==> src/rtl/pipe_reg_skid_if.sv <==
// Handshake bundle for pipe_reg_skid: upstream valid/ready/data, downstream valid/ready/data,
// flush and occupancy. The master modport belongs to the driving side and the slave modport to the register.
interface pipe_reg_skid_if #(
  parameter int WIDTH = 32
);
  logic             flush;
  logic             in_valid;
  logic             in_ready;
  logic [WIDTH-1:0] data_in;
  logic             out_valid;
  logic             out_ready;
  logic [WIDTH-1:0] data_out;
  logic [1:0]       count;

  modport master (
    output flush, in_valid, data_in, out_ready,
    input  in_ready, out_valid, data_out, count
  );

  modport slave (
    input  flush, in_valid, data_in, out_ready,
    output in_ready, out_valid, data_out, count
  );
endinterface

==> src/rtl/pipe_reg_skid.sv <==
// Elastic pipeline register: main entry plus a one-entry skid, so in_ready comes from a flop
// rather than from out_ready. Flush squashes held entries, and clr returns the block to empty.
module pipe_reg_skid #(
  parameter int               WIDTH     = 32,
  parameter logic [WIDTH-1:0] RESET_VAL = '0
) (
  input logic          clk,
  input logic          clr,
  pipe_reg_skid_if.slave bus
);

  logic [WIDTH-1:0] m_data;
  logic [WIDTH-1:0] s_data;
  logic             mv;
  logic             sv;
  logic             accept;
  logic             pop;

  // Skid full is the only reason to stall upstream, so ready never depends on out_ready.
  assign bus.in_ready  = ~sv & ~clr;
  assign accept        = bus.in_valid & bus.in_ready;
  assign pop           = mv & bus.out_ready;

  assign bus.out_valid = mv;
  assign bus.data_out  = m_data;
  assign bus.count     = {1'b0, mv} + {1'b0, sv};

  always_ff @(posedge clk) begin
    if (clr) begin
      m_data <= RESET_VAL;
      s_data <= RESET_VAL;
      mv     <= 1'b0;
      sv     <= 1'b0;
    end else if (bus.flush) begin
      // Data registers keep their contents; only the valid bits are squashed.
      mv <= 1'b0;
      sv <= 1'b0;
    end else if (!mv) begin
      if (accept) begin
        m_data <= bus.data_in;
        mv     <= 1'b1;
      end
    end else if (pop) begin
      if (sv) begin
        m_data <= s_data;
        sv     <= 1'b0;
      end else if (accept) begin
        m_data <= bus.data_in;
      end else begin
        mv <= 1'b0;
      end
    end else if (accept) begin
      s_data <= bus.data_in;
      sv     <= 1'b1;
    end
  end

endmodule

==> src/flat_wrapper.sv <==
// flat-port wrapper written by rule: the top's interface ports become plain ports
module pipe_reg_skid_flat 
#(
  parameter int               WIDTH     = 32,
  parameter logic [WIDTH-1:0] RESET_VAL = '0
)
  (clk, clr, bus_flush, bus_in_valid, bus_data_in, bus_out_ready, bus_in_ready, bus_out_valid, bus_data_out, bus_count);
  pipe_reg_skid_if #(.WIDTH(WIDTH)) bus_i ();
  input logic clk;
  input logic clr;
  input wire logic [$bits(bus_i.flush)-1:0] bus_flush;
  input wire logic [$bits(bus_i.in_valid)-1:0] bus_in_valid;
  input wire logic [$bits(bus_i.data_in)-1:0] bus_data_in;
  input wire logic [$bits(bus_i.out_ready)-1:0] bus_out_ready;
  output wire logic [$bits(bus_i.in_ready)-1:0] bus_in_ready;
  output wire logic [$bits(bus_i.out_valid)-1:0] bus_out_valid;
  output wire logic [$bits(bus_i.data_out)-1:0] bus_data_out;
  output wire logic [$bits(bus_i.count)-1:0] bus_count;
  assign bus_i.flush = bus_flush;
  assign bus_i.in_valid = bus_in_valid;
  assign bus_i.data_in = bus_data_in;
  assign bus_i.out_ready = bus_out_ready;
  assign bus_in_ready = bus_i.in_ready;
  assign bus_out_valid = bus_i.out_valid;
  assign bus_data_out = bus_i.data_out;
  assign bus_count = bus_i.count;
  pipe_reg_skid #(.WIDTH(WIDTH), .RESET_VAL(RESET_VAL)) u_core (.clk(clk), .clr(clr), .bus(bus_i));
endmodule
==> config.mk <==
export PLATFORM = sky130hd
export DESIGN_NAME = pipe_reg_skid_flat
export DESIGN_NICKNAME = d
export VERILOG_FILES = /design/src/rtl/pipe_reg_skid_if.sv /design/src/rtl/pipe_reg_skid.sv /design/src/flat_wrapper.sv
export SDC_FILE = /design/constraint.sdc
export NUM_CORES = 1
export LEC_CHECK = 0
export CAP_MARGIN = 10
export CORE_MARGIN = 1
export CORE_UTILIZATION = 55
export DETAILED_ROUTE_END_ITERATION = 8
export HOLD_SLACK_MARGIN = 0.06
export PLACE_DENSITY = 0.87
export SYNTH_ARGS = -nofsm -noshare
export SYNTH_HDL_FRONTEND = slang
export SYNTH_SLANG_ARGS = --single-unit
==> constraint.sdc <==
create_clock -name clk -period 3.7 [get_ports clk]
set_input_delay 0.74 -clock clk [delete_from_list [all_inputs] [get_ports clk]]
set_output_delay 0.74 -clock clk [all_outputs]
set_load 0.03 [all_outputs]
==> flow_metrics.py <==
metrics = {
    "run_status": {
        "outcome": "finished clean",
    },
    "drt": {
        "num_vias": 3071,
        "drc": 0,
        "firstDrtPassIters": 6,
        "first_iter_violations": 343,
        "via_per_inst": 6.02,
        "wl_per_cell_um": 15.8,
        "drt-total-wl_um": 8060,
        "ant_nets": 0,
    },
    "critical_path": {
        "start_kind": "register",
        "r2r_start": "u_core.bus.out_valid",
        "end_kind": "output pin",
        "reg2reg_setup_slack_ns": 1.23,
        "reg2reg_depth": 5,
        "crit_start": "u_core.sv",
        "slowest_stage": "dfxtp_2",
        "criticalPathCategory": "register to output pin",
        "cp.arrival_ns": 2.06,
        "r2r_end": "u_core.bus.data_out[12]",
        "crit_cells": 2,
        "cp_cell_sequence": "ha_1 -> clkdlybuf4s50_1",
        "cp_top_family": "flip-flops",
        "path_buf_inv": 1,
        "cp.required_ns": 2.96,
        "crit_path_end": "bus_count[0]",
        "critPathMaxStageDelay_ns": 0.77,
        "worst-path-max-fanout": 34,
    },
    "sta": {
        "fmax_mhz": 358,
        "min_period_over_period": 0.756,
        "slew_viol_final": 0,
        "finalSetupViolCount": 0,
        "worst_slew_pin_slew_ns": 1.11,
        "slew_headroom": 0.261,
        "period_needed_ns": 2.80,
        "rsz0062_at_grt": "no",
        "worst_slack_ns": 0.905,
        "finalHoldViolations": 0,
        "finalClockSkew_ns": 0.00740,
        "tns_ns": 0,
    },
    "final_layout": {
        "num-nets-final": 468,
        "syn_to_final_growth_pct": 24.4,
        "diodes": 0,
        "fill_cells": 444,
        "layout-drive-gt1-share": 0.216,
    },
    "placed_design": {
        "gp_congestion": 0.802,
        "hpwlAfterDp_um": 5050,
        "portBuffers": 72,
        "place_ws_ns": 0.820,
    },
    "grt": {
        "grt_max_degree": 67,
        "antenna_found_initial": 0,
        "grt_usage": 0.261,
        "grt_pass1_wl_um": 13100,
        "overflow": 0,
        "grt_pass1_vias": 2787,
    },
    "clock_tree": {
        "numCtsBuffers": 9,
        "cts_setup_buffers": 0,
        "cts-root-buf": "clkbuf_8",
        "path_clk_slew_ns": 0.07,
        "ctsResizeCount": 0,
        "cts_hold_buf": 0,
        "cts_max_path_buffers": 2,
        "htree_levels": 3,
        "insertion_delay_ns": 0.33,
        "cts_tree": "built",
        "cts.sinks": 66,
    },
    "pwr": {
        "design_power_total_mw": 1.52,
        "peakVddDrop_mv": 0.227,
        "cellPowerDensity_nw_per_um2": 360,
        "p_leak_nw": 1.54,
    },
    "floorplanning": {
        "dieHeight_um": 80.5,
        "dieArea_um2": 6480,
        "ioPinCount": 73,
        "die-width_um": 80.5,
        "start_util": 0.572,
        "core-area_um2": 5920,
        "row_count": 28,
    },
    "yosys": {
        "synth_nets": 421,
        "syn_inst": 383,
        "synth_area_leaders": "dfxtp_1 (39%), a21oi_1 (9.7%), mux2_2 (9.6%)",
        "seq_area_frac_synth": 0.390,
        "synth_edf_count": 0,
        "yosys_warnings": 0,
        "synth-seq-cells": 66,
        "syn_avg_cell_area_um2": 8.85,
        "synth-async-reset-ratio": 0,
        "synth_commonest_cells": "a21oi_1 (66), dfxtp_1 (66), nand3_1 (64)",
        "synth_area_um2": 3390,
        "synth_top_area_frac": 0.390,
        "yosysUniqueCellTypes": 27,
        "synth_top_area_cell": "dfxtp_1",
        "synth_flop_cell": "dfxtp_1",
    },
    "worst_hold_path": {
        "holdCritPathClass": "register to register",
        "hold_start": "u_core.s_data[31]",
    },
    "flow_run": {
        "drv_cap": 0,
    },
}
-- worst min-delay path, delay by kind of cell, from the launching register on --
kind / cells / cell delay, ns
flip-flops: 1 / 0.31
AO/OA/AOI/OAI: 2 / 0.12
-- cell usage in the layout (no fill, tap or decap), drive strengths merged --
master         Yosys  routed
clkbuf            23      14
nor4bb             1       1
nor3               1       1
buf               21       9
nand3             64      64
nand4bb            1       1
a21bo             32      32
clkdlybuf4s50      0      71
or2                1       1
a21oi             66      66
nor2               3       3
mux2              32      32
o21ai             33      33
nor2b             33      33
dfxtp             66      66
and2               1       1
ha                 1       1
o221ai             1       1
nand2b             1       1
inv                2       2
clkinv             0       2
-- area by class of cell --
class / count / area (µm²) / area share
clock buffer: 14 / 173 / 0.0410
clock inverter: 2 / 10.0 / 0.00238
inverter: 2 / 7.51 / 0.00178
multi-input combinational: 271 / 1830 / 0.434
sequential: 66 / 1320 / 0.314
tap: 75 / 93.8 / 0.0223
timing repair buffer: 80 / 776 / 0.184
-- metal layers --
metal / part of all wire / routed length (µm) / GRT usage
met5: 0 / 0 / 0
met4: 0.022 / 178 / 0.120
met2: 0.48 / 3910 / 0.419
met1: 0.43 / 3480 / 0.340
met3: 0.061 / 489 / 0.0409
-- report_power, final --
group	switching, mW	internal, mW
clock	0.262	0.297
sequential	0.00979	0.725
combinational	0.114	0.109
-- through the flow --
| stage | hold WS (ns) | area, µm² | utilization | instances |
|---|---|---|---|---|
| after CTS | 0.477 | 4210 | 0.712 | 510 |
| after global placement | 0.459 | 4030 | 0.681 | 494 |
| after detailed placement | 0.468 | 4030 | 0.681 | 494 |
| after floorplan | 0.454 | 3390 | - | 383 |
| final | 0.481 | 4210 | 0.712 | 510 |
| after global routing | 0.502 | 4210 | 0.712 | 510 |
-- cells by family after synthesis --
family,after synthesis,share of synthesized area
flip-flops,66,0.390
adder cells (fa/ha/maj),1,0.00369
buffers and inverters,46,0.0750
AND/OR/NAND/NOR,106,0.174
AO/OA/AOI/OAI,132,0.249
multiplexers,32,0.109
-- worst min-delay path by stage --
stage                                   end  depth (start not counted)  slack (ns)
after floorplan           u_core.s_data[31]                          2        0.45
after global placement     u_core.s_data[9]                          2        0.46
after detailed placement  u_core.s_data[20]                          2        0.47
after CTS                 u_core.s_data[20]                          2        0.48
after global routing       u_core.s_data[7]                          2        0.50
final                     u_core.s_data[31]                          2        0.48
-- registers in the layout, summed over array words and instances (netlist names) --
register and cells:
u_core.s_data 32, u_core.bus.data_out 32, u_core.bus.out_valid 1, u_core.sv 1
Note: power is estimated with default switching activity, not from simulation.
